**src/rtl/pacer_pkg.sv**
```systemverilog
// Shared types and helpers for cdc_pulse_pacer.
// FSM encoding, drop-counter width and gap-timer sizing.
package pacer_pkg;

  typedef enum logic [1:0] {
    StIdle = 2'd0,
    StFire = 2'd1,
    StWait = 2'd2
  } state_e;

  localparam int unsigned DropCntW = 8;

  function automatic int unsigned gap_cnt_w(int unsigned gap_cycles);
    return $clog2(gap_cycles + 1);
  endfunction

endpackage

```
**src/rtl/cdc_pulse_pacer_if.sv**
```systemverilog
// Event/status bundle between the pacer and its fast-domain client.
// drop_cnt is present only when PACER_DROP_CNT_EN is defined.
interface cdc_pulse_pacer_if #(
  parameter int unsigned CNT_W = 4
);

  logic             evt_in;
  logic             clr_ovf;
  logic             pulse_out;
  logic             busy;
  logic [CNT_W-1:0] pending;
  logic             overflow;
`ifdef PACER_DROP_CNT_EN
  logic [pacer_pkg::DropCntW-1:0] drop_cnt;
`endif

  modport master (
    output evt_in,
    output clr_ovf,
`ifdef PACER_DROP_CNT_EN
    input  drop_cnt,
`endif
    input  pulse_out,
    input  busy,
    input  pending,
    input  overflow
  );

  modport slave (
    input  evt_in,
    input  clr_ovf,
`ifdef PACER_DROP_CNT_EN
    output drop_cnt,
`endif
    output pulse_out,
    output busy,
    output pending,
    output overflow
  );

endinterface

```
**src/rtl/cdc_pulse_pacer.sv**
```systemverilog
// Queues event strobes and re-issues them as single-cycle pulses spaced GAP_CYCLES+1 apart.
// Optional saturating drop counter enabled by PACER_DROP_CNT_EN.
module cdc_pulse_pacer
  import pacer_pkg::*;
#(
  parameter int unsigned GAP_CYCLES = 16,
  parameter int unsigned CNT_W      = 4
) (
  input logic               clka,
  input logic               rstn,
  cdc_pulse_pacer_if.slave  bus
);

  localparam int unsigned      GapW    = gap_cnt_w(GAP_CYCLES);
  localparam logic [GapW-1:0]  GapLoad = GapW'(GAP_CYCLES);
  localparam logic [CNT_W-1:0] PendMax = '1;

  state_e           r_state;
  state_e           w_state_d;
  logic [GapW-1:0]  r_gap;
  logic [GapW-1:0]  w_gap_d;
  logic [CNT_W-1:0] r_pending;
  logic [CNT_W-1:0] w_pending_d;
  logic             r_pulse;
  logic             r_ovf;
  logic             w_ovf_d;
  logic             w_fire;
  logic             w_inc;
  logic             w_drop;

  // WAIT holds for exactly GAP_CYCLES cycles: leave on the edge the counter hits 0.
  always_comb begin
    w_state_d = r_state;
    w_gap_d   = r_gap;
    unique case (r_state)
      StIdle: begin
        if (r_pending != '0) w_state_d = StFire;
      end
      StFire: begin
        w_state_d = StWait;
        w_gap_d   = GapLoad;
      end
      StWait: begin
        if (r_gap <= GapW'(1)) begin
          w_gap_d   = '0;
          w_state_d = (r_pending != '0) ? StFire : StIdle;
        end else begin
          w_gap_d = r_gap - GapW'(1);
        end
      end
      default: begin
        w_state_d = StIdle;
        w_gap_d   = '0;
      end
    endcase
  end

  assign w_fire = (w_state_d == StFire);
  assign w_inc  = bus.evt_in;
  assign w_drop = w_inc && !w_fire && (r_pending == PendMax);

  always_comb begin
    w_pending_d = r_pending;
    if (w_inc && !w_fire && !w_drop) begin
      w_pending_d = r_pending + CNT_W'(1);
    end else if (!w_inc && w_fire) begin
      w_pending_d = r_pending - CNT_W'(1);
    end
  end

  always_comb begin
    w_ovf_d = r_ovf;
    if (w_drop) begin
      w_ovf_d = 1'b1;
    end else if (bus.clr_ovf) begin
      w_ovf_d = 1'b0;
    end
  end

  always_ff @(posedge clka or negedge rstn) begin
    if (!rstn) begin
      r_state   <= StIdle;
      r_gap     <= '0;
      r_pending <= '0;
      r_pulse   <= 1'b0;
      r_ovf     <= 1'b0;
    end else begin
      r_state   <= w_state_d;
      r_gap     <= w_gap_d;
      r_pending <= w_pending_d;
      r_pulse   <= w_fire;
      r_ovf     <= w_ovf_d;
    end
  end

`ifdef PACER_DROP_CNT_EN
  logic [DropCntW-1:0] r_drop_cnt;
  logic [DropCntW-1:0] w_drop_cnt_d;

  // A drop coinciding with a clear restarts the count at 1.
  always_comb begin
    w_drop_cnt_d = r_drop_cnt;
    if (w_drop) begin
      if (bus.clr_ovf) begin
        w_drop_cnt_d = DropCntW'(1);
      end else if (r_drop_cnt != '1) begin
        w_drop_cnt_d = r_drop_cnt + DropCntW'(1);
      end
    end else if (bus.clr_ovf) begin
      w_drop_cnt_d = '0;
    end
  end

  always_ff @(posedge clka or negedge rstn) begin
    if (!rstn) begin
      r_drop_cnt <= '0;
    end else begin
      r_drop_cnt <= w_drop_cnt_d;
    end
  end

  assign bus.drop_cnt = r_drop_cnt;
`endif

  assign bus.pulse_out = r_pulse;
  assign bus.busy      = (r_state != StIdle) || (r_pending != '0);
  assign bus.pending   = r_pending;
  assign bus.overflow  = r_ovf;

endmodule

```
**src/flat_wrapper.sv**
```systemverilog
// flat-port wrapper written by rule: the top's interface ports become plain ports
module cdc_pulse_pacer_flat import pacer_pkg::*;
#(
  parameter int unsigned GAP_CYCLES = 16,
  parameter int unsigned CNT_W      = 4
)
  (clka, rstn, bus_evt_in, bus_clr_ovf, bus_pulse_out, bus_busy, bus_pending, bus_overflow);
  cdc_pulse_pacer_if #(.CNT_W(CNT_W)) bus_i ();
  input logic clka;
  input logic rstn;
  input wire logic [$bits(bus_i.evt_in)-1:0] bus_evt_in;
  input wire logic [$bits(bus_i.clr_ovf)-1:0] bus_clr_ovf;
  output wire logic [$bits(bus_i.pulse_out)-1:0] bus_pulse_out;
  output wire logic [$bits(bus_i.busy)-1:0] bus_busy;
  output wire logic [$bits(bus_i.pending)-1:0] bus_pending;
  output wire logic [$bits(bus_i.overflow)-1:0] bus_overflow;
  assign bus_i.evt_in = bus_evt_in;
  assign bus_i.clr_ovf = bus_clr_ovf;
  assign bus_pulse_out = bus_i.pulse_out;
  assign bus_busy = bus_i.busy;
  assign bus_pending = bus_i.pending;
  assign bus_overflow = bus_i.overflow;
  cdc_pulse_pacer #(.GAP_CYCLES(GAP_CYCLES), .CNT_W(CNT_W)) u_core (.clka(clka), .rstn(rstn), .bus(bus_i));
endmodule
```
**config.mk**
```make
export PLATFORM = sky130hd
export DESIGN_NAME = cdc_pulse_pacer_flat
export DESIGN_NICKNAME = d
export VERILOG_FILES = /design/src/rtl/pacer_pkg.sv /design/src/rtl/cdc_pulse_pacer_if.sv /design/src/rtl/cdc_pulse_pacer.sv /design/src/flat_wrapper.sv
export SDC_FILE = /design/constraint.sdc
export NUM_CORES = 1
export LEC_CHECK = 0
export ABC_CLOCK_PERIOD_IN_PS = 7760
export CORE_UTILIZATION = 55
export DETAILED_ROUTE_END_ITERATION = 12
export GPL_TIMING_DRIVEN = 0
export MAX_ROUTING_LAYER = met4
export PLACE_DENSITY = 0.79
export REMOVE_ABC_BUFFERS = 1
export SLEW_MARGIN = 20
export SYNTH_ARGS = -nofsm -noshare
export SYNTH_HDL_FRONTEND = slang
export SYNTH_SLANG_ARGS = --single-unit
```
**constraint.sdc**
```tcl
create_clock -name clka -period 7.76 [get_ports clka]
set_clock_uncertainty 0.05 [all_clocks]
set_input_delay 1.552 -clock clka [delete_from_list [all_inputs] [get_ports clka]]
set_output_delay 1.552 -clock clka [all_outputs]
set_load 0.005 [all_outputs]
```
## Word-level counts from Yosys, hierarchy flattened

Index checks and enable logic that the tools add are counted.

| word-level totals | value |
|---|---|
| flip-flop bits (word level) | 13 |
| bits of input ports | 4 |
| output and inout bits | 7 |
| word-level logic and storage cells | 36 |

| operators by class | value |
|---|---|
| $add $sub $neg | 3 |
| $lt $le $gt $ge | 1 |
| equal/unequal tests | 4 |
| muxes and demuxes | 10 |
| reductions and logical operators | 13 |

Operators with widths:

| operator | count |
|---|---|
| $pmux 5 s3 | 1 |
| $mux 4 | 2 |
| $pmux 2 s3 | 1 |
| $reduce_bool 2->1 | 3 |
| $le 5x1->1 const B | 1 |
| $mux 5 | 1 |
| $sub 5x1->5 const B | 1 |
| $add 4x1->4 const B | 1 |
| $eq 2x1->1 const B | 2 |
| $eq 4x4->1 const B | 1 |
| $logic_and 1x1->1 | 4 |
| $mux 2 | 2 |
| $reduce_bool 4->1 | 1 |
| $sub 4x1->4 const B | 1 |
| $logic_not 1->1 | 3 |
| $mux 1 | 3 |
| $eq 2x2->1 const B | 1 |
| $logic_not 2->1 | 1 |
| $logic_or 1x1->1 | 1 |

## Depth between registers and ports, before layout

| logic depth | value |
|---|---|
| word-level depth | 11 |
| gate-level depth with buffers | 13 |
| gate-level depth less buffers | 13 |

## Worst setup path before layout

OpenSTA, ideal clock, no wires.

| timing | value |
|---|---|
| kind | input port to flip-flop |
| start point | in bus_evt_in |
| end point | reg u_core.r_pending[3], in the netlist u_core.bus.pending[3] |
| library setup time | 142 ps |
| arrival time | 2,633 ps |
| data required time | 7,568 ps |
| path slack | 4,936 ps |
| cell stages on the path | 7 |
| path buffers | 0 |
| cell sequence | nand3_1 -> ha_1 -> a21o_1 -> a21oi_1 -> nand4b_1 -> o311ai_0 -> o211ai_1 |

| on the way | value |
|---|---|
| cells in the longest elaborated chain, start to end | 5 |
| elaborated cells between the ends (all ways) | 8 |
| classes of those cells | 1 x mux; 7 x reduce/logical |

Ends and longest elaborated chain:

| item | RTL line | source |
|---|---|---|
| from (decl) | flat_wrapper.sv:11 | `input wire logic [$bits(bus_i.evt_in)-1:0] bus_evt_in;` |
| $logic_and 1x1->1 | cdc_pulse_pacer.sv:60, cdc_pulse_pacer.sv:64 |  |
| $logic_and 1x1->1 | cdc_pulse_pacer.sv:60 | `assign w_drop = w_inc && !w_fire && (r_pending == PendMax);` |
| $logic_not 1->1 | cdc_pulse_pacer.sv:64 | `if (w_inc && !w_fire && !w_drop) begin` |
| $logic_and 1x1->1 | cdc_pulse_pacer.sv:64 |  |
| $mux 4 or $reduce_bool 2->1 (tied branches) | -- |  |
| to (signal assigned) | cdc_pulse_pacer.sv:90 | `r_pending <= w_pending_d;` |
| to (decl) | cdc_pulse_pacer.sv:22 | `logic [CNT_W-1:0] r_pending;` |

Parallel ways exist; a longest one is shown, timed or not.
A chain may end at the register's enable or synchronous reset.

## Worst setup path after layout

| timing | value |
|---|---|
| start point | reg u_core.r_state[0] |
| end point | out bus_busy |

| on the way | value |
|---|---|
| cells in the longest elaborated chain, start to end | 2 |

Ends and longest elaborated chain:

| item | RTL line | source |
|---|---|---|
| from (decl) | cdc_pulse_pacer.sv:18 | `state_e r_state;` |
| from (signal assigned) | cdc_pulse_pacer.sv:82 | `r_state <= StIdle;` |
| from (signal assigned) | cdc_pulse_pacer.sv:88 | `r_state <= w_state_d;` |
| $reduce_bool 2->1 | cdc_pulse_pacer.sv:126 | `assign bus.busy = (r_state != StIdle) \|\| (r_pending != '0);` |
| $logic_or 1x1->1 | cdc_pulse_pacer.sv:126 |  |
| to (decl) | flat_wrapper.sv:14 | `output wire logic [$bits(bus_i.busy)-1:0] bus_busy;` |

Every way passes these cells.

==> results_dict.tcl <==
set metrics [dict create \
    seq_area_frac_synth_pct 38.29 \
    cts.reportedPaths.clkPinSlew_ns 0.08 \
    ff2ff_path_depth 13 \
    cts_tree "yes" \
    ctsResizeCount 0 \
    n_fill_cell 122 \
    grtUsageMet2_pct 39.45 \
    nets 111 \
    powerDensity_nw_per_um2 409.4 \
    grt_pass1_vias 607 \
    tightest_slew_ns 0.6124 \
    syn_avg_cell_area_sq_um 10.11 \
    fin_crit_ns 3.493 \
    rr_startpoint "u_core.r_gap[1]" \
    status "completed" \
    clk_latency_ns 0.27 \
    cts_setup_buffers 0 \
    grt_pass1_wl_mm 2.649 \
    hp-class "register to register" \
    fmax_mhz 286.2 \
    grt_util_met1_pct 32.43 \
    die_area_sq_um 1706 \
    peakVddDrop_uv 216.1 \
    wirelength_mm 1.705 \
    cts_buffer_depth 2 \
    route.vias.total 658 \
    drc 0 \
    gp_congestion 0.8298 \
    syn2layout_area_growth_pct 16.64 \
    core_area_sq_um 1366 \
    synth_most_common_cell "dfrtp_1" \
    antennaDiodeCount 0 \
    yosys.area.top_type "dfrtp_1" \
    min_period_over_period_pct 45.02 \
    ys_types 37 \
    die_h_um 41.30 \
    start_util_pct 62.18 \
    setup_violations 0 \
    fin_setup_tns_ns 0 \
    synth_edf_count 0 \
    crit_slowest_cell "ha_1" \
    synth_ff_type "dfrtp_1" \
    max_slew_margin_pct 59.05 \
    grt_antenna_before_repair 0 \
    wl_per_cell_um 15.22 \
    async_reset_ff_share_pct 100.0 \
    cts.sinks 13 \
    cts_hold_buf 0 \
    use_met3_pct 6.383 \
    ys_top_cells_by_area "dfrtp_1, ha_1, o21ai_0" \
    syn_area_sq_um 849.6 \
    cp.arrival_ns 1.89 \
    grt_max_degree 14 \
    p_leak_nw 0.4056 \
    synth_common_cells "dfrtp_1, ha_1, nand2_1, o21ai_0" \
    ys_warn_count 0 \
    viasPerCell 5.875 \
    worstPathMaxFanout 12 \
    start_kind "register" \
    cts_max_level 1 \
    rows 13 \
    cts-root-buf "clkbuf_4" \
    post-place-ws_ns 4.081 \
    max_cap_viol_count 0 \
    synth_top_area_share_pct 38.29 \
    drv_slew 0 \
    hold_depth 2 \
    critPathCaptureType "primary output" \
    portBuffers 10 \
    grt_overflow_total 0 \
    hp-start "u_core.r_gap[1]" \
    dp_hpwl_mm 1.253 \
    antenna_left 0 \
    finalHoldViolations 0 \
    synthCells 84 \
    drive_gt1_share_pct 12.37 \
    synth-seq-cells 13 \
    slowest_delay_ns 0.47 \
    drtIter0Drc 14 \
    grt_use_total_pct 25.58 \
    holdWs_ns 0.4881 \
    critical_path_class "register to primary output" \
    top_usage_layer "met2" \
    drt_pre_antenna_iters 5 \
    cts_inserted_buffers 3 \
    startpoint "u_core.r_state[0]" \
    die_x_um 41.30 \
    ios 11 \
    finalWorstSetupSlack_ns 4.267 \
    path_cells "inv_1 -> ha_1 -> nand2_1 -> clkdlybuf4s50_1" \
    critPathRequiredTime_ns 6.16 \
    rsz0062_at_grt "no" \
]
flip-flops by register name, summed over array words and instances (netlist names):
signal                flops
u_core.bus.overflow       1
u_core.r_gap              5
u_core.bus.pending        4
u_core.r_state            2
u_core.bus.pulse_out      1
cell usage in the layout (no fill, tap or decap), types with 2 or more instances in the layout:
cell and instances:
o22a_1 2, o21ai_0 7, clkdlybuf4s50_1 10, ha_1 8, nand2b_1 2, a21oi_1 3, inv_1 6, nor2_1 6
nor3_1 2, clkbuf_4 3, nand2_1 7, dfrtp_1 13, nand4_1 2
final timing paths:
| path | endpoint | slack (ns) |
|---|---|---|
| hold reg to reg | u_core.r_gap[1] | 0.49 |
| hold / removal | u_core.r_gap[1] | 0.49 |
| min in group asynchronous | u_core.bus.pending[0] | 1.61 |
| setup reg to reg | u_core.bus.pending[3] | 4.78 |
| max in group asynchronous | u_core.r_gap[0] | 5.66 |
| setup / recovery | bus_busy | 4.27 |
power by group:
| part | internal (W) | total [W] | leakage [nW] | switching, W |
|---|---|---|---|---|
| Sequential | 0.0000931 | 0.000129 | 0.166 | 0.0000356 |
| Combinational | 0.000114 | 0.000235 | 0.225 | 0.000121 |
| Clock | 0.0000199 | 0.0000422 | 0.0150 | 0.0000223 |
| Total | 0.000227 | 0.000406 | 0.406 | 0.000179 |
cell families after synthesis:
group	after synthesis	share of synthesized area [%]
flops	13	38.29
mux	2	2.651
compound gates	23	21.36
fa+ha+maj	9	14.14
xor+xnor	2	2.062
simple gates	27	17.97
buf+inv	8	3.534
area by class of cell:
| class | count | area [sq um] | area share (%) |
|---|---|---|---|
| multi-input cells | 63 | 494.2 | 49.87 |
| inverters | 7 | 26.28 | 2.652 |
| repair buffers | 10 | 100.1 | 10.10 |
| flip-flops and latches | 13 | 325.3 | 32.83 |
| well taps | 15 | 18.77 | 1.894 |
| clock buffers | 4 | 26.28 | 2.652 |
critical path: cells and delay by family (launching register included):
family                   cells  cell delay [ns]
buffers and inverters        2             0.59
AND/OR/NAND/NOR              1             0.10
adder cells (fa/ha/maj)      1             0.47
flip-flops                   1             0.45
routing by layer:
layer	vias up	share of wire, %
li1	336	-
met4	0	0.76
met3	2	3.3
met5	-	0
met1	304	51
met2	16	45
through the flow:
stage	instances	area (sq um)	total power [W]	util [%]
floorplan	83	845.8	0.0002901	-
global placement	108	964.7	0.0003513	70.60
detailed placement	108	964.7	0.0003633	70.60
CTS	112	991.0	0.0004081	72.53
global route	112	991.0	0.0004428	72.53
finish	112	991.0	0.0004057	72.53
Note: power is estimated with default switching activity, not from simulation.
